$ cat src/rtl/pipe_hazard_if.sv
// Pipeline <-> hazard sequencer signal bundle: hazard inputs from IF/ID/EX/MEM
// and the per-stage stall/kill/bubble/redirect controls returned to the pipeline.
interface pipe_hazard_if #(
    parameter int ADDR_W = 64,
    parameter int CNT_W  = 32
);
    // Handshake semantics: an ibus/dbus access is pending while *_valid=1 and
    // completes in the cycle its *_data_ok=1; the pipeline must hold the
    // request stable until then. There is no ready path: stalls are the backpressure.
    logic              ireq_valid;
    logic              ireq_data_ok;
    logic              dreq_valid;
    logic              dreq_data_ok;
    logic [4:0]        id_rs1;
    logic [4:0]        id_rs2;
    logic              id_use_rs1;
    logic              id_use_rs2;
    logic              ex_valid;
    logic              ex_memread;
    logic [4:0]        ex_rd;
    logic              ex_flush;
    logic [ADDR_W-1:0] ex_target;

    logic              stall_if;
    logic              stall_id;
    logic              stall_ex;
    logic              stall_mem;
    logic              kill_if;
    logic              bubble_ex;
    logic              bubble_wb;
    logic              pc_redirect;
    logic [ADDR_W-1:0] redir_pc;
    logic              fetch_drop;
    logic [CNT_W-1:0]  stall_cnt;
    logic              state_dbg;   // 1 = HOLD (redirect parked behind an in-flight fetch)

    modport master (
        output ireq_valid, ireq_data_ok, dreq_valid, dreq_data_ok,
               id_rs1, id_rs2, id_use_rs1, id_use_rs2,
               ex_valid, ex_memread, ex_rd, ex_flush, ex_target,
        input  stall_if, stall_id, stall_ex, stall_mem, kill_if, bubble_ex,
               bubble_wb, pc_redirect, redir_pc, fetch_drop, stall_cnt, state_dbg
    );

    modport slave (
        input  ireq_valid, ireq_data_ok, dreq_valid, dreq_data_ok,
               id_rs1, id_rs2, id_use_rs1, id_use_rs2,
               ex_valid, ex_memread, ex_rd, ex_flush, ex_target,
        output stall_if, stall_id, stall_ex, stall_mem, kill_if, bubble_ex,
               bubble_wb, pc_redirect, redir_pc, fetch_drop, stall_cnt, state_dbg
    );
endinterface

$ cat src/rtl/pipe_hazard_ctrl.sv
// Central stall/flush sequencer for the 5-stage pipeline: merges dbus wait,
// EX redirect, load-use and ibus wait into per-stage controls; counts IF stalls.
module pipe_hazard_ctrl #(
    parameter int ADDR_W = 64,
    parameter int CNT_W  = 32
) (
    input  logic         clk,
    input  logic         reset,
    pipe_hazard_if.slave hz
);
    typedef enum logic {RUN = 1'b0, HOLD = 1'b1} state_t;

    state_t            state, state_nxt;
    logic [ADDR_W-1:0] held_pc, held_pc_nxt;
    logic [CNT_W-1:0]  stall_cnt;

    logic dstall, lu, istall;
    logic stall_if, stall_id, stall_ex, stall_mem;
    logic kill_if, bubble_ex, bubble_wb, pc_redirect, fetch_drop;
    logic [ADDR_W-1:0] redir_pc;

    assign dstall = hz.dreq_valid & ~hz.dreq_data_ok;
    assign istall = hz.ireq_valid & ~hz.ireq_data_ok;
    assign lu     = hz.ex_valid & hz.ex_memread & (hz.ex_rd != 5'd0) &
                    ((hz.id_use_rs1 & (hz.id_rs1 == hz.ex_rd)) |
                     (hz.id_use_rs2 & (hz.id_rs2 == hz.ex_rd)));

    always_comb begin
        state_nxt   = state;
        held_pc_nxt = held_pc;
        stall_if    = 1'b0;
        stall_id    = 1'b0;
        stall_ex    = 1'b0;
        stall_mem   = 1'b0;
        kill_if     = 1'b0;
        bubble_ex   = 1'b0;
        bubble_wb   = 1'b0;
        pc_redirect = 1'b0;
        fetch_drop  = 1'b0;
        redir_pc    = '0;
        if (!reset) begin
            unique case (state)
                RUN: begin
                    redir_pc = hz.ex_target;
                    if (dstall) begin
                        // EX stays frozen, so any pending ex_flush is re-presented later.
                        stall_if  = 1'b1;
                        stall_id  = 1'b1;
                        stall_ex  = 1'b1;
                        stall_mem = 1'b1;
                        bubble_wb = 1'b1;
                    end else if (hz.ex_flush) begin
                        kill_if   = 1'b1;
                        bubble_ex = 1'b1;
                        if (istall) begin
                            held_pc_nxt = hz.ex_target;
                            state_nxt   = HOLD;
                        end else begin
                            pc_redirect = 1'b1;
                            fetch_drop  = hz.ireq_data_ok;
                        end
                    end else if (lu) begin
                        stall_if  = 1'b1;
                        stall_id  = 1'b1;
                        bubble_ex = 1'b1;
                    end else if (istall) begin
                        stall_if = 1'b1;
                        kill_if  = 1'b1;
                    end
                end
                HOLD: begin
                    // Keep the ibus address stable until the squashed fetch returns.
                    stall_if = 1'b1;
                    kill_if  = 1'b1;
                    redir_pc = held_pc;
                    if (hz.ireq_data_ok) begin
                        fetch_drop  = 1'b1;
                        pc_redirect = 1'b1;
                        state_nxt   = RUN;
                    end
                    if (dstall) begin
                        stall_id  = 1'b1;
                        stall_ex  = 1'b1;
                        stall_mem = 1'b1;
                        bubble_wb = 1'b1;
                    end
                    if (hz.ex_flush) held_pc_nxt = hz.ex_target;
                end
                default: state_nxt = RUN;
            endcase
        end
    end

    always_ff @(posedge clk) begin
        if (reset) begin
            state     <= RUN;
            held_pc   <= '0;
            stall_cnt <= '0;
        end else begin
            state   <= state_nxt;
            held_pc <= held_pc_nxt;
            if (stall_if && (stall_cnt != {CNT_W{1'b1}})) stall_cnt <= stall_cnt + 1'b1;
        end
    end

    assign hz.stall_if    = stall_if;
    assign hz.stall_id    = stall_id;
    assign hz.stall_ex    = stall_ex;
    assign hz.stall_mem   = stall_mem;
    assign hz.kill_if     = kill_if;
    assign hz.bubble_ex   = bubble_ex;
    assign hz.bubble_wb   = bubble_wb;
    assign hz.pc_redirect = pc_redirect;
    assign hz.redir_pc    = redir_pc;
    assign hz.fetch_drop  = fetch_drop;
    assign hz.stall_cnt   = stall_cnt;
    assign hz.state_dbg   = (state == HOLD);
endmodule

$ cat src/flat_wrapper.sv
// flat-port wrapper written by rule: the top's interface ports become plain ports
module pipe_hazard_ctrl_flat 
#(
    parameter int ADDR_W = 64,
    parameter int CNT_W  = 32
)
  (clk, reset, hz_ireq_valid, hz_ireq_data_ok, hz_dreq_valid, hz_dreq_data_ok, hz_id_rs1, hz_id_rs2, hz_id_use_rs1, hz_id_use_rs2, hz_ex_valid, hz_ex_memread, hz_ex_rd, hz_ex_flush, hz_ex_target, hz_stall_if, hz_stall_id, hz_stall_ex, hz_stall_mem, hz_kill_if, hz_bubble_ex, hz_bubble_wb, hz_pc_redirect, hz_redir_pc, hz_fetch_drop, hz_stall_cnt, hz_state_dbg);
  pipe_hazard_if #(.ADDR_W(ADDR_W), .CNT_W(CNT_W)) hz_i ();
  input  logic clk;
  input  logic reset;
  input wire logic [$bits(hz_i.ireq_valid)-1:0] hz_ireq_valid;
  input wire logic [$bits(hz_i.ireq_data_ok)-1:0] hz_ireq_data_ok;
  input wire logic [$bits(hz_i.dreq_valid)-1:0] hz_dreq_valid;
  input wire logic [$bits(hz_i.dreq_data_ok)-1:0] hz_dreq_data_ok;
  input wire logic [$bits(hz_i.id_rs1)-1:0] hz_id_rs1;
  input wire logic [$bits(hz_i.id_rs2)-1:0] hz_id_rs2;
  input wire logic [$bits(hz_i.id_use_rs1)-1:0] hz_id_use_rs1;
  input wire logic [$bits(hz_i.id_use_rs2)-1:0] hz_id_use_rs2;
  input wire logic [$bits(hz_i.ex_valid)-1:0] hz_ex_valid;
  input wire logic [$bits(hz_i.ex_memread)-1:0] hz_ex_memread;
  input wire logic [$bits(hz_i.ex_rd)-1:0] hz_ex_rd;
  input wire logic [$bits(hz_i.ex_flush)-1:0] hz_ex_flush;
  input wire logic [$bits(hz_i.ex_target)-1:0] hz_ex_target;
  output wire logic [$bits(hz_i.stall_if)-1:0] hz_stall_if;
  output wire logic [$bits(hz_i.stall_id)-1:0] hz_stall_id;
  output wire logic [$bits(hz_i.stall_ex)-1:0] hz_stall_ex;
  output wire logic [$bits(hz_i.stall_mem)-1:0] hz_stall_mem;
  output wire logic [$bits(hz_i.kill_if)-1:0] hz_kill_if;
  output wire logic [$bits(hz_i.bubble_ex)-1:0] hz_bubble_ex;
  output wire logic [$bits(hz_i.bubble_wb)-1:0] hz_bubble_wb;
  output wire logic [$bits(hz_i.pc_redirect)-1:0] hz_pc_redirect;
  output wire logic [$bits(hz_i.redir_pc)-1:0] hz_redir_pc;
  output wire logic [$bits(hz_i.fetch_drop)-1:0] hz_fetch_drop;
  output wire logic [$bits(hz_i.stall_cnt)-1:0] hz_stall_cnt;
  output wire logic [$bits(hz_i.state_dbg)-1:0] hz_state_dbg;
  assign hz_i.ireq_valid = hz_ireq_valid;
  assign hz_i.ireq_data_ok = hz_ireq_data_ok;
  assign hz_i.dreq_valid = hz_dreq_valid;
  assign hz_i.dreq_data_ok = hz_dreq_data_ok;
  assign hz_i.id_rs1 = hz_id_rs1;
  assign hz_i.id_rs2 = hz_id_rs2;
  assign hz_i.id_use_rs1 = hz_id_use_rs1;
  assign hz_i.id_use_rs2 = hz_id_use_rs2;
  assign hz_i.ex_valid = hz_ex_valid;
  assign hz_i.ex_memread = hz_ex_memread;
  assign hz_i.ex_rd = hz_ex_rd;
  assign hz_i.ex_flush = hz_ex_flush;
  assign hz_i.ex_target = hz_ex_target;
  assign hz_stall_if = hz_i.stall_if;
  assign hz_stall_id = hz_i.stall_id;
  assign hz_stall_ex = hz_i.stall_ex;
  assign hz_stall_mem = hz_i.stall_mem;
  assign hz_kill_if = hz_i.kill_if;
  assign hz_bubble_ex = hz_i.bubble_ex;
  assign hz_bubble_wb = hz_i.bubble_wb;
  assign hz_pc_redirect = hz_i.pc_redirect;
  assign hz_redir_pc = hz_i.redir_pc;
  assign hz_fetch_drop = hz_i.fetch_drop;
  assign hz_stall_cnt = hz_i.stall_cnt;
  assign hz_state_dbg = hz_i.state_dbg;
  pipe_hazard_ctrl #(.ADDR_W(ADDR_W), .CNT_W(CNT_W)) u_core (.clk(clk), .reset(reset), .hz(hz_i));
endmodule
$ cat config.mk
export PLATFORM = sky130hd
export DESIGN_NAME = pipe_hazard_ctrl_flat
export DESIGN_NICKNAME = d
export VERILOG_FILES = /design/src/rtl/pipe_hazard_if.sv /design/src/rtl/pipe_hazard_ctrl.sv /design/src/flat_wrapper.sv
export SDC_FILE = /design/constraint.sdc
export NUM_CORES = 1
export LEC_CHECK = 0
export ABC_AREA = 0
export BUFFER_PORTS_ARGS = -buffer_cell sky130_fd_sc_hd__clkbuf_2
export CAP_MARGIN = 20
export CORE_AREA = 3 3 133 135
export CTS_CLUSTER_SIZE = 25
export DETAILED_ROUTE_END_ITERATION = 10
export DIE_AREA = 0 0 136 138
export PLACE_DENSITY_LB_ADDON = 0.05
export SYNTH_ARGS = -nofsm -noshare
export SYNTH_HDL_FRONTEND = slang
export SYNTH_SLANG_ARGS = --single-unit
$ cat constraint.sdc
create_clock -name clk -period 2.2 [get_ports clk]
set_clock_uncertainty 0.1 [all_clocks]
set_input_delay 0.44 -clock clk [delete_from_list [all_inputs] [get_ports clk]]
set_output_delay 0.44 -clock clk [all_outputs]
set_load 0.1 [all_outputs]
## After elaboration in Yosys (flattened, before gate mapping)

Index checks and enable logic that the tools add are counted.
Widths: inputs -> output; s select.

- $add $sub $neg: 1
- Equal/unequal tests: 7
- Muxes and demuxes: 44
- Bitwise operators: 11
- Reduce and logical (&&, ||, !) cells: 3

Operators with widths:

| cell | count |
|---|---|
| $mux 64 | 5 |
| $pmux 64 s2 | 2 |
| $add 32x1->32 const B | 1 |
| $ne 32x32->1 const B | 1 |
| $mux 1 | 31 |
| $pmux 1 s2 | 6 |
| $eq 5x5->1 | 2 |
| $and 1x1->1 | 7 |
| $ne 2x2->1 const B | 3 |
| $reduce_bool 5->1 | 1 |
| $reduce_and 4->1 | 1 |
| $not 1->1 | 3 |
| $ne 2x1->1 const B | 1 |
| $logic_and 1x1->1 | 1 |
| $or 1x1->1 | 1 |

- Flip-flop bits (word level): 97
- Input port bits: 90
- Output and inout port bits: 106
- Logic and storage cells: 69

## Depth between registers and ports, before layout

Gate-level depths: netlist (run 1).

- Word-level depth: 10
- Gate-level depth with buffers: 9
- Depth with buffers taken out: 8

## Worst setup path before layout (run 1)

No wires, ideal clock.

- Path kind: register to output
- From: register u_core.state, in the netlist u_core.hz.state_dbg
- To: output hz_bubble_ex
- Arrival time: 5.884 ns
- Data required time: 1.660 ns
- Setup slack: -4.224 ns
- Stages on the path, launching flop included: 4
- Buffers on the path: 2
- Cell sequence: dfxtp_1 > clkbuf_1 > buf_1 > a2111oi_0

- Cells in the longest elaborated chain, start to end: 2

RTL lines:

| element | RTL line | RTL |
|---|---|---|
| from (decl) | pipe_hazard_ctrl.sv:13 | `state_t state, state_nxt;` |
| from (signal assigned) | pipe_hazard_ctrl.sv:100 | `state <= state_nxt;` |
| $mux 1 | pipe_hazard_ctrl.sv:42 | `unique case (state)` |
| $mux 1 | pipe_hazard_ctrl.sv:41 | `if (!reset) begin` |
| to (decl) | flat_wrapper.sv:29 | `output wire logic [$bits(hz_i.bubble_ex)-1:0] hz_bubble_ex;` |

Every way passes these cells.

## Worst setup path in the final report (run 1)

- From: input hz_ex_rd[1]
- To: output hz_stall_if

- Cells in the longest elaborated chain, start to end: 9
- Elaborated cells between the ends (all ways): 13
- Classes of those cells: eq/ne: 2; mux: 5; bitwise: 5; reduce/logical: 1

RTL lines:

| element | RTL line | RTL |
|---|---|---|
| from (decl) | flat_wrapper.sv:21 | `input wire logic [$bits(hz_i.ex_rd)-1:0] hz_ex_rd;` |
| $eq 5x5->1 (on tied branches) | pipe_hazard_ctrl.sv:25, pipe_hazard_ctrl.sv:26 |  |
| $and 1x1->1 (on tied branches) | pipe_hazard_ctrl.sv:25, pipe_hazard_ctrl.sv:26 |  |
| $or 1x1->1 | pipe_hazard_ctrl.sv:25 | `((hz.id_use_rs1 & (hz.id_rs1 == hz.ex_rd)) \|` |
| $and 1x1->1 (*) | pipe_hazard_ctrl.sv:24 | `assign lu = hz.ex_valid & hz.ex_memread & (hz.ex_rd != 5'd0) &` |
| $mux 1 (*) | pipe_hazard_ctrl.sv:62 | `end else if (lu) begin` |
| $mux 1 (*) | pipe_hazard_ctrl.sv:52 | `end else if (hz.ex_flush) begin` |
| $mux 1 (*) | pipe_hazard_ctrl.sv:45 | `if (dstall) begin` |
| $pmux 1 s2 (*) | pipe_hazard_ctrl.sv:42 |  |
| $mux 1 (*) | pipe_hazard_ctrl.sv:41 |  |
| to (decl) | flat_wrapper.sv:24 | `output wire logic [$bits(hz_i.stall_if)-1:0] hz_stall_if;` |

Mark *: on every way between the ends. The rest lies on a longest branch, timed or not.

==> results of run 1 <==
## power groups by stage
| stage | registers, uW | clock network [uW] | logic [uW] |
|---|---|---|---|
| after floorplan | 1880 | 0 | 1010 |
| after global placement | 1850 | 0 | 1590 |
| after detailed placement | 1860 | 0 | 1610 |
| after CTS | 1820 | 1610 | 1640 |
| after global routing | 1820 | 1700 | 1760 |
| final | 1820 | 1560 | 1680 |
## synth_stat cells (7+ instances only)
| cell | count | share of area |
|---|---|---|
| sky130_fd_sc_hd__buf_1 | 8 | 0.0060 |
| sky130_fd_sc_hd__nor2_1 | 97 | 0.073 |
| sky130_fd_sc_hd__a21oi_1 | 75 | 0.075 |
| sky130_fd_sc_hd__mux2i_1 | 64 | 0.13 |
| sky130_fd_sc_hd__o21ai_1 | 7 | 0.0070 |
| sky130_fd_sc_hd__nand3_1 | 16 | 0.016 |
| sky130_fd_sc_hd__dfxtp_1 | 97 | 0.39 |
| sky130_fd_sc_hd__or3_1 | 9 | 0.011 |
| sky130_fd_sc_hd__xnor2_1 | 15 | 0.026 |
| sky130_fd_sc_hd__nand2_1 | 139 | 0.10 |
| sky130_fd_sc_hd__nand4_1 | 12 | 0.015 |
| sky130_fd_sc_hd__and3_1 | 14 | 0.018 |
| sky130_fd_sc_hd__xor2_1 | 17 | 0.030 |
| sky130_fd_sc_hd__clkbuf_1 | 34 | 0.026 |
## worst min path at each step
| stage | startpoint | to | slack [ns] | cells past startpoint |
|---|---|---|---|---|
| floorplan | u_core.held_pc[54] | u_core.held_pc[54] | 0.33 | 2 |
| detailed placement | u_core.held_pc[52] | u_core.held_pc[52] | 0.35 | 2 |
| global route | hz_ex_target[51] | u_core.held_pc[51] | 0.22 | 3 |
| CTS | hz_ex_target[47] | u_core.held_pc[47] | 0.21 | 3 |
| global placement | u_core.held_pc[58] | u_core.held_pc[58] | 0.34 | 2 |
| finish | hz_ex_target[58] | u_core.held_pc[58] | 0.23 | 3 |
## per-layer routing
metal | up-vias | global-route usage | part of all wire
met5 | - | 0 | 0
met4 | 0 | 0.0594 | 0.019
met3 | 20 | 0.0396 | 0.053
met2 | 124 | 0.293 | 0.49
met1 | 2449 | 0.214 | 0.44
li1 | 2615 | - | -
## final cells by class
class,instances,area (sq um)
sequential,97,2020
clock inverter,2,10.0
inverter,4,16.3
fill,1519,7660
multi-input combinational,506,3630
clock buffer,14,285
timing repair buffer,242,2690
tap,220,275
## state kept, by name, summed over array words and instances, names as in the netlist
| register | cells |
|---|---|
| u_core.held_pc | 64 |
| u_core.hz.stall_cnt | 32 |
| u_core.hz.state_dbg | 1 |
## cells by family after synthesis
| logic type | count (synthesis) | synth area share |
|---|---|---|
| compound gates | 95 | 0.103 |
| xor+xnor | 32 | 0.0564 |
| fa+ha+maj | 1 | 0.00252 |
| buf+inv | 52 | 0.0430 |
| flops | 97 | 0.391 |
| mux | 64 | 0.129 |
| simple gates | 314 | 0.276 |
## metrics by stage
step,util,TNS (ns),instances,hold WS [ns],setup slack (ns)
after floorplan,-,-1.09,655,0.333,-0.484
after global placement,0.492,-4.09,1053,0.341,-0.336
after detailed placement,0.492,-5.76,1053,0.347,-0.390
after CTS,0.520,-0.922,1077,0.212,-0.242
after global routing,0.538,-1.65,1085,0.219,-0.363
final,0.538,-0.997,1085,0.227,-0.281
## repair_timing
action / CTS / global route
setup endpoints to repair: 43 / 50
buffers inserted: 7 / 7
cloned: 1 / 1
gates resized for setup: 20 / 56
endpoints found under the hold margin: 0 / 0
pin swaps: 12 / 10
## worst max-delay path: stages
cell                      delay, ns
sky130_fd_sc_hd__buf_8         0.11
sky130_fd_sc_hd__xnor2_2       0.17
sky130_fd_sc_hd__nand4_1       0.17
sky130_fd_sc_hd__buf_4         0.18
sky130_fd_sc_hd__o22a_1        0.22
sky130_fd_sc_hd__o31a_1        0.33
sky130_fd_sc_hd__nor2_4        0.14
sky130_fd_sc_hd__buf_12        0.18
==> results, run 1 <==
- The estimated wirelength of the detail-placed design is 11900 microns.
- The via count of the first global-routing pass is 5253.
- The post-route total power is 5060 uW.
- The DRC violations left is 0.
- The TritonCTS clock tree is yes.
- The wire length reported by the detailed router is 16700 microns.
- The setup check on the worst reg-to-reg path leaves a slack of 0.13 ns.
- The most common library cell in the layout ignoring fill and taps is sky130_fd_sc_hd__nand2_1.
- The total cell area at the placement stage is 0.00816 sq mm.
- Yosys printed 0 warnings.
- The path class of the tightest hold or removal check is input pin to flop.
- The register bit total from synthesis is 97.
- Measured along the y axis, the die boundary spans 138 microns.
- The worst register-to-register path has a depth of 9.
- 0 antenna diodes ended up in the layout.
- The type of the setup path with the least slack is input pin to output pin.
- The die boundary width is 136 microns.
- The die covers 0.0188 sq mm.
- Of the synthesized area, sequential elements account for 0.391.
- Counting I/O delays and the setup requirement, the final critical path takes 2.48 ns.
- For this run, asynchronously set or reset flops after synthesis account for 0.
- The post-CTS clock slew at the launch and capture registers of the worst setup and hold paths is 0.07 ns.
- The antenna violation net count after detailed routing is 0.
- After detailed routing, the average wire length per cell comes to 15.4 microns.
- The combinational share of power is 0.332.
- The switching portion of total power is 0.347.
- The final clock period utilization by the worst path is 1.13.
- In this run, synthesis inferred 0 flip-flops with an integrated enable.
- The sequential share of power is 0.360.
- The clock share of power is 0.308.
- The tool flagged a number of max-cap violations equal to 0.
- The arrival time at the worst endpoint is 1.94 ns.
- The flow ran to the end, but the final reports show violations.
- The first global-routing pass estimated 26400 microns of wire.
- The final weighted congestion in routability-driven placement is 0.812.
- Tracing the worst setup path back leads to its startpoint at hz_ex_rd[1].
- Timing would allow up to 403 MHz.
- The number of antenna violations at the first check in global routing is 0.
- The final non-filler cell area is 0.00892 sq mm.
- The number of hold buffers added after CTS was 0.
- The count of endpoints failing hold in the final timing report is 0.
- For this design the static power due to leakage is 0.00343 uW.
- The count of input and output buffers is 195.
- The synthesized netlist cell count is 655.
- The remaining global-route overflow is 0.
- The end of the critical path is hz_stall_if.
- The area added between synthesis and finish is 79.5%.
- In this run the critical register-to-register path is captured at u_core.hz.stall_cnt[31].
- In this run the worst path has a maximum fanout of 3.
- Using the TritonRoute via totals, the vias-per-cell ratio works out to 4.80.
- The cell at the root of the clock tree is sky130_fd_sc_hd__clkbuf_16.
- The startpoint identified for the worst register-to-register timing path is u_core.hz.stall_cnt[0].
- The number of pins with negative max-slew slack in the final report is 0.
- Synthesis instantiated 39 different standard cells from the library.
- The count of vias placed by the detailed router is 5208.
- The predominant post-synthesis flop cell is sky130_fd_sc_hd__dfxtp_1.
- For this design the total switching power over the nets is 1750 uW.
- Measured against its own limit, the worst slew margin works out to 0.625.
- The post-route worst setup slack is -0.281 ns.
- For this run, the total global-route usage over all layers was measured as 0.173.
- Of the cells placed in the final design, the portion with a size suffix greater than 1 is 0.482.
- In the layout the commonest cells are 138 x sky130_fd_sc_hd__nand2_1, 114 x sky130_fd_sc_hd__clkbuf_2, 82 x sky130_fd_sc_hd__buf_12, 72 x sky130_fd_sc_hd__a21oi_1, 67 x sky130_fd_sc_hd__nor2_4.
- The cell area after synthesis is 0.00497 sq mm.
- The worst setup path is launched from an input pin.
- For this design the top-level I/O count stands at 196.
- The power density normalized to cell area is 566 mW/mm^2.
- The clock latency at the later pin of the worst-skew pair is 0.34 ns.
- The DRC marker count from the first detailed-route iteration is 205.
- The first TritonRoute pass finished after 4 iterations.
- At the pin with the least slew margin, the transition time is 0.566 ns.
- The number of H-tree branching levels is 3.
- The post-synthesis area per instance is 7.59 sq um.
- The post-synth net total is 746.
- The pin count of the biggest net entering global routing is 65.
- The number of nets in the final layout is 951.
- The final reports fail on negative setup slack.
- The initial utilization of the core area, before any placement, comes to 0.300.
- Across the VDD grid, the largest voltage drop is 0.000367 V.
- The CTS buffer count is 9.
- For the worst setup path, the data required time is 1.66 ns.
- Setup violations remaining at the end of the flow were counted as 4.
- The tree built by TritonCTS fans out to 97 sinks.
- The worst setup path is captured at an output pin.
- After floorplanning, the core was sized to cover 0.0166 sq mm.
- Setup repair after global routing could not meet its margin everywhere.
- The cell-internal power is 3300 uW.
- The maximum number of buffers from clock root to sink is 2.
- The initialized floorplan defines 47 standard-cell rows.
No activity file was read; power rests on OpenSTA's default activity.
==> run 2: changes to the inputs <==
- CELL_PAD_IN_SITES_DETAIL_PLACEMENT: unset -> 0
- CELL_PAD_IN_SITES_GLOBAL_PLACEMENT: unset -> 2
- CORE_AREA: 3 3 133 135 -> 3 3 148 150
- DIE_AREA: 0 0 136 138 -> 0 0 151 153
- HOLD_SLACK_MARGIN: unset -> 0.02
==> run 2 against run 1 <==
Net effect:
- the flow still finishes with violations (negative setup slack)
- first-iteration DRC count rose by 4.4%
- total power rose by 2.9%
- setup slack improved by 0.025 ns
- cell area rose by 1.8%
- sequential power barely moved
- via count fell by 0.19%
- wire length rose by 7.8%
- die area rose by 23%
- clock power rose by 8%
- final cell count rose by 5.5%
- register-to-register slack got worse by 0.07 ns
- count of clock-buffer cells in the layout fell by 2
- critical endpoint is now hz_stall_id
==> results, run 2 (synthesized netlist as in run 1, its figures left out) <==
- The worst relative slew slack is 0.620 (-0.00405).
- The TritonCTS clock tree is yes.
- The worst setup path is launched from an input pin.
- The number of pins with negative max-slew slack in the final report is 0 (unchanged).
- The post-layout instance count excluding filler cells is 1145 (+5.5%).
- The number of antenna violations at the first check in global routing is 0 (unchanged).
- The setup-violating endpoint count in the final report is 13 (+9).
- The number of optimization iterations in the first detailed-route pass was 4 (unchanged).
- The type of the setup path with the least slack is input pin to output pin.
- Relative to the synthesized area, the layout overhead comes to 82.7%.
- The clock latency at the later pin of the worst-skew pair is 0.35 ns (about the same).
- The flip-flop count of the largest register after layout came to 64 (unchanged).
- The sequential share of power is 0.348 (-0.012).
- The layout cell share with drive strength beyond 1 is 0.484 (+0.00183).
- The CTS buffer count is 9 (unchanged).
- The antenna diode count came to 0 (unchanged).
- Leaving out fill and tap cells, the most frequent cell in the layout is sky130_fd_sc_hd__nand2_1.
- The pin count of the biggest net entering global routing is 65 (unchanged).
- The power density normalized to cell area is 573 mW/mm^2 (+1.1%).
- The fill cell total of the finished layout is 2030 (+34%).
- The estimated wirelength of the detail-placed design is 12700 microns (+6.4%).
- The post-route worst setup slack came to -0.256 ns (+0.0252 ns).
- The count of input and output buffers is 195 (unchanged).
- The tightest min-delay check is of the input pin to flop type.
- The time the final worst path needs with I/O delays and setup is 2.46 ns (-0.0252 ns).
- The number of nets in the final layout is 956 (+0.53%).
- The final clock period utilization by the worst path is 1.12 (-0.0115).
- The reported leakage power was 0.00341 uW (-0.60%).
- The DRC marker count from the first detailed-route iteration is 214 (+4.4%).
- The clock share of power came to 0.326 (+0.018).
- The number of H-tree branching levels came to 3 (unchanged).
- The vias per cell is 4.54 (-5.4%).
- The required time reported for the critical path endpoint was 1.66 ns (about the same).
- The endpoint class of the critical path is an output pin.
- The top cell types in the final layout, fill and taps aside, are 137 x sky130_fd_sc_hd__nand2_1, 116 x sky130_fd_sc_hd__clkbuf_2, 81 x sky130_fd_sc_hd__buf_12, 70 x sky130_fd_sc_hd__a21oi_1, 67 x sky130_fd_sc_hd__nor2_4.
- The transition time at the pin with the least slew margin was 0.572 ns (+0.00610 ns).
- The wire length of the first global-routing pass is 27800 microns (+5.1%).
- The cell-internal power is 3390 uW (+2.7%).
- The cell at the root of the clock tree is sky130_fd_sc_hd__clkbuf_16.
- The I/O pin total is 196 (unchanged).
- The max-cap check violation count is 0 (unchanged).
- The peak supply drop is 0.000357 V (-2.7%).
- The switching portion of total power is 0.348 (+0.00159).
- The maximum number of buffers from clock root to sink was 2 (unchanged).
- The wire length reported by the detailed router is 18000 microns (+7.8%).
- The largest driver fanout on the critical path is 3 (unchanged).
- The flow ran to the end, but the final reports show violations.
- The combinational share of power is 0.326 (-0.006).
- The antenna violation net count after detailed routing is 0 (unchanged).
- The power spent charging and discharging nets came to 1810 uW (+3.4%).
- The maximum clock frequency is 407 MHz (+1.0%).
- The checks that failed: negative setup slack.
- The post-CTS clock slew at the launch and capture registers of the worst setup and hold paths is 0.07 ns (about the same).
- The DRC violations left came to 0 (unchanged).
- The height of the chip came to 153 microns (+11%).
- The register ranked first by flip-flop count is u_core.held_pc.
- The cell count after placement was 1114 (+5.8%).
- The clock sink count is 97 (unchanged).
- The starting density of the core came to 0.239 (-0.0610).
- The arrival time at the worst endpoint was 1.92 ns (-0.02 ns).
- Setup repair after global routing could not meet its margin everywhere.
- The count of vias placed by the detailed router is 5198 (-0.19%).
- The area of the core is 0.0208 sq mm (+26%).
- The global-route usage over all layers came to 0.151 (-0.0221).
- The die boundary width is 151 microns (+11%).
- The area used by multi-input combinational logic is 0.00366 sq mm (+0.79%).
- The area occupied by registers came to 0.00202 sq mm (unchanged).
- The number of cell rows is 53 (+13%).
- The via count of the first global-routing pass is 5291 (+0.72%).
- The post-route core utilization is 0.436 (-0.102).
- The remaining global-route overflow was 0 (unchanged).
- The routed length per instance is 15.7 microns (+2.1%).
- The full die area came to 0.0231 sq mm (+23%).
- The count of endpoints failing hold in the final timing report is 0 (unchanged).
- The final weighted congestion in routability-driven placement is 0.784 (-3.4%).
[run 2: power groups by stage]
| stage | Clock, uW | Combinational [uW] | Sequential (uW) |
|---|---|---|---|
| final | 1690 | 1700 | 1810 |
| after global routing | 1840 | 1780 | 1820 |
| after CTS | 1770 | 1650 | 1810 |
| after detailed placement | 0 | 1620 | 1850 |
| after global placement | 0 | 1610 | 1850 |
| after floorplan | 0 | 1010 | 1880 |
[run 2: metal layers]
layer	share of wire	wire, microns	global-route usage	vias up
met5	0	0	0	-
met4	0.014	247	0.0445	0
met3	0.042	751	0.0225	15
met2	0.50	8970	0.263	110
met1	0.44	7990	0.190	2446
li1	-	-	-	2627
[run 2: final cells by class]
class / count / share of cell area
multi-input cells: 507 / 0.402
repair buffers: 246 / 0.301
flip-flops and latches: 97 / 0.223
well taps: 275 / 0.0379
clock buffers: 12 / 0.0295
clock inverters: 4 / 0.00537
inverters: 4 / 0.00165
[run 2: timing repair]
item	CTS	global route
gates cloned	1	3
hold buffers	0	0
resized for setup	21	58
pin swaps	5	29
setup endpoints to repair	19	85
buffers inserted	3	8
[run 2: final timing paths]
kind	end	slack, ns	from	cells after the start
setup reg to reg	u_core.hz.stall_cnt[15]	0.06	u_core.hz.stall_cnt[25]	8
hold reg to reg	u_core.held_pc[54]	0.35	u_core.held_pc[54]	2
setup / recovery	hz_stall_id	-0.26	hz_ex_rd[4]	8
hold / removal	u_core.hz.state_dbg	0.20	hz_ireq_data_ok	2
[run 2: metrics by stage]
step / hold WS (ns) / total power, uW / cell area (sq um) / TNS, ns / setup slack [ns]
after global placement: 0.341 / 3460 / 8250 / -4.51 / -0.393
after floorplan: 0.333 / 2900 / 5780 / -1.09 / -0.484
after detailed placement: 0.347 / 3480 / 8250 / -5.65 / -0.399
after CTS: 0.175 / 5230 / 8710 / -2.13 / -0.273
after global routing: 0.188 / 5430 / 9080 / -3.94 / -0.335
final: 0.197 / 5200 / 9080 / -1.53 / -0.256
[run 2: worst max-delay path: stages]
cell	delay, ns
sky130_fd_sc_hd__buf_8	0.10
sky130_fd_sc_hd__xnor2_2	0.15
sky130_fd_sc_hd__nand4_1	0.16
sky130_fd_sc_hd__o22ai_2	0.20
sky130_fd_sc_hd__nand2_2	0.13
sky130_fd_sc_hd__or4_4	0.46
sky130_fd_sc_hd__o21ai_4	0.09
sky130_fd_sc_hd__buf_12	0.19
==> run 3: changes to the inputs <==
- CORE_AREA: 3 3 148 150 -> 3 3 138 140
- DIE_AREA: 0 0 151 153 -> 0 0 141 143
- clock period: 2.2 -> 2.95 ns (I/O delays scaled with it)
==> run 3 against run 2 <==
Net effect:
- the flow now finishes without violations
- cell area shrank 16%
- count of clock-buffer cells in the layout fell by 1
- clock power shrank 34%
- register-to-register slack better by 0.63 ns
- non-clock buffer count fell by 33
- sequential power decreased by 24%
- via count fell by 3.4%
- combinational power decreased by 38%
- worst hold slack improved by 0.16 ns
- global-route usage grew 0.51 points
- setup slack better by 0.36 ns
- first-iteration DRC count shrank 15%
==> results, run 3 (synthesized netlist as in run 1, its figures left out) <==
- The count of endpoints failing hold in the final timing report is 0 (unchanged).
- The number of antenna violations at the first check in global routing came to 0 (unchanged).
- The maximum number of buffers from clock root to sink was 2 (unchanged).
- The switching portion of total power is 0.364 (+0.0158).
- The fill cell total of the finished layout is 1840 (-9.4%).
- The height of the chip is 143 microns (-6.5%).
- The number of H-tree branching levels is 3 (unchanged).
- The wire length of the first global-routing pass is 25400 microns (-8.5%).
- The combinational share of power is 0.297 (-0.029).
- The number of pins with negative max-slew slack in the final report is 0 (unchanged).
- The post-route total power is 3530 uW (-32%).
- The area of the core is 0.0180 sq mm (-14%).
- The die boundary width was 141 microns (-6.6%).
- The count of vias placed by the detailed router is 5023 (-3.4%).
- The clock share of power came to 0.315 (-0.011).
- The antenna diode count was 0 (unchanged).
- The via count of the first global-routing pass was 4995 (-5.6%).
- The most common library cell in the layout ignoring fill and taps is sky130_fd_sc_hd__clkbuf_2.
- The worst hold path belongs to the class flop to flop.
- The layout cell share with drive strength beyond 1 came to 0.361 (-0.123).
- The post-CTS clock slew at the launch and capture registers of the worst setup and hold paths was 0.07 ns (about the same).
- The final weighted congestion in routability-driven placement was 0.811 (+3.5%).
- The number of optimization iterations in the first detailed-route pass is 4 (unchanged).
- The endpoint class of the critical path is an output pin.
- The DRC violations left is 0 (unchanged).
- The reported leakage power is 0.00290 uW (-15%).
- The hold buffer count at cts is 0 (unchanged).
- The required time reported for the critical path endpoint was 2.26 ns (+0.60 ns).
- The setup-violating endpoint count in the final report is 0 (-13).
- The final total negative setup slack is 0 ns (+1.53 ns).
- The starting density of the core is 0.277 (+0.0380).
- The sequential share of power came to 0.388 (+0.040).
- The post-cts repair resize count is 0 (-100%).
- The type of element launching the critical path is an input pin.
- The post-route core utilization is 0.423 (-0.0134).
- The pin count of the biggest net entering global routing is 65 (unchanged).
- In the layout the commonest cells are 153 x sky130_fd_sc_hd__clkbuf_2, 139 x sky130_fd_sc_hd__nand2_1, 96 x sky130_fd_sc_hd__dfxtp_1, 74 x sky130_fd_sc_hd__a21oi_1, 64 x sky130_fd_sc_hd__mux2i_1.
- The post-layout instance count excluding filler cells came to 1065 (-7.0%).
- The transition time at the pin with the least slew margin is 0.574 ns (+0.00269 ns).
- Setup repair after global routing left no endpoint under its margin.
- The count of input and output buffers is 195 (unchanged).
- The power density normalized to cell area is 465 mW/mm^2 (-19%).
- The flip-flop count of the largest register after layout came to 64 (unchanged).
- The tree is rooted in a sky130_fd_sc_hd__clkbuf_16.
- The clock sink count was 97 (unchanged).
- The arrival time at the worst endpoint was 2.15 ns (+0.23 ns).
- The antenna violation net count after detailed routing came to 0 (unchanged).
- The cell count after placement was 1049 (-5.8%).
- The power spent charging and discharging nets is 1290 uW (-29%).
- Ranked by flip-flop count, first place goes to u_core.held_pc.
- The type of the setup path with the least slack is input pin to output pin.
- The final non-filler cell area is 0.00760 sq mm (-16%).
- The remaining global-route overflow is 0 (unchanged).
- The clock latency at the later pin of the worst-skew pair came to 0.35 ns (about the same).
- The estimated wirelength of the detail-placed design is 11400 microns (-9.9%).
- The worst relative slew slack is 0.619 (-0.00179).
- Subtracting the final worst setup slack from the clock period gives 2.84 ns.
- TritonCTS built the clock tree.
- The number of nets in the final layout came to 922 (-3.6%).
- The run finished with clean final reports.
- The vias per cell is 4.72 (+3.9%).
- The number of cell rows is 49 (-7.5%).
- The max-cap check violation count is 0 (unchanged).
- The I/O pin total was 196 (unchanged).
- The routed length per instance came to 14.7 microns (-6.1%).
- The largest driver fanout on the critical path is 3 (unchanged).
- The peak supply drop came to 0.000285 V (-20%).
- The global-route usage over all layers is 0.156 (+0.00506).
- Dividing the final minimum period by the clock period gives 0.963.
- Based on the critical path, the design can be clocked at up to 352 MHz.
- The total cell area at the placement stage is 0.00732 sq mm (-11%).
- The area added between synthesis and finish is 52.8%.
- The wire length reported by the detailed router is 15700 microns (-13%).
- The cell-internal power is 2250 uW (-34%).
- The DRC marker count from the first detailed-route iteration came to 181 (-15%).
- The CTS buffer count is 9 (unchanged).
- The full die area was 0.0202 sq mm (-13%).
- The post-CTS setup buffer count was 0 (-3).
==> run 3: power by group through the flow <==
stage | sequential (uW) | clock [uW] | combinational, uW
after floorplan | 1420 | 0 | 726
after global placement | 1400 | 0 | 1050
after detailed placement | 1400 | 0 | 1060
after CTS | 1370 | 1170 | 1060
after global routing | 1370 | 1220 | 1100
final | 1370 | 1110 | 1050
==> run 3: cell type report <==
cell class              instances  area (sq um)  area share
clock buffers                  11           243      0.0320
repair buffers                213          1750       0.230
clock inverters                 5          31.3     0.00412
inverters                       4          15.0     0.00198
multi-input cells             506          3330       0.438
well taps                     229           287      0.0377
flip-flops and latches         97          1950       0.256
==> run 3: path summary, 6_finish.rpt <==
| check | from | end | slack, ns | cells after the start |
|---|---|---|---|---|
| min reg2reg | u_core.held_pc[8] | u_core.held_pc[8] | 0.35 | 2 |
| max | hz_ex_rd[4] | hz_stall_id | 0.11 | 8 |
| min | u_core.held_pc[8] | u_core.held_pc[8] | 0.35 | 2 |
| max reg2reg | u_core.hz.stall_cnt[3] | u_core.hz.stall_cnt[23] | 0.69 | 6 |
==> run 3: worst max-delay path, cell delays in order <==
cell and delay, ns:
sky130_fd_sc_hd__clkbuf_2 0.12, sky130_fd_sc_hd__xnor2_1 0.16, sky130_fd_sc_hd__nand4_1 0.14, sky130_fd_sc_hd__o22ai_1 0.22, sky130_fd_sc_hd__nand2_1 0.13, sky130_fd_sc_hd__or4_1 0.42
sky130_fd_sc_hd__o21ai_1 0.15, sky130_fd_sc_hd__buf_12 0.21
==> run 3: per-stage QoR <==
step	worst slack, ns	hold slack, ns
after floorplan	-0.230	0.336
after global placement	0.141	0.340
after detailed placement	0.0953	0.346
after CTS	0.0990	0.345
after global routing	0.00647	0.353
final	0.108	0.354
==> run 3: routing by layer <==
layer / wire, microns / share of wire / vias to the layer above / GRT usage
met5: 0 / 0 / - / 0
met4: 146 / 0.0093 / 0 / 0.0423
met3: 1110 / 0.070 / 10 / 0.0556
met2: 7890 / 0.50 / 112 / 0.275
met1: 6540 / 0.42 / 2347 / 0.179
li1: - / - / 2554 / -
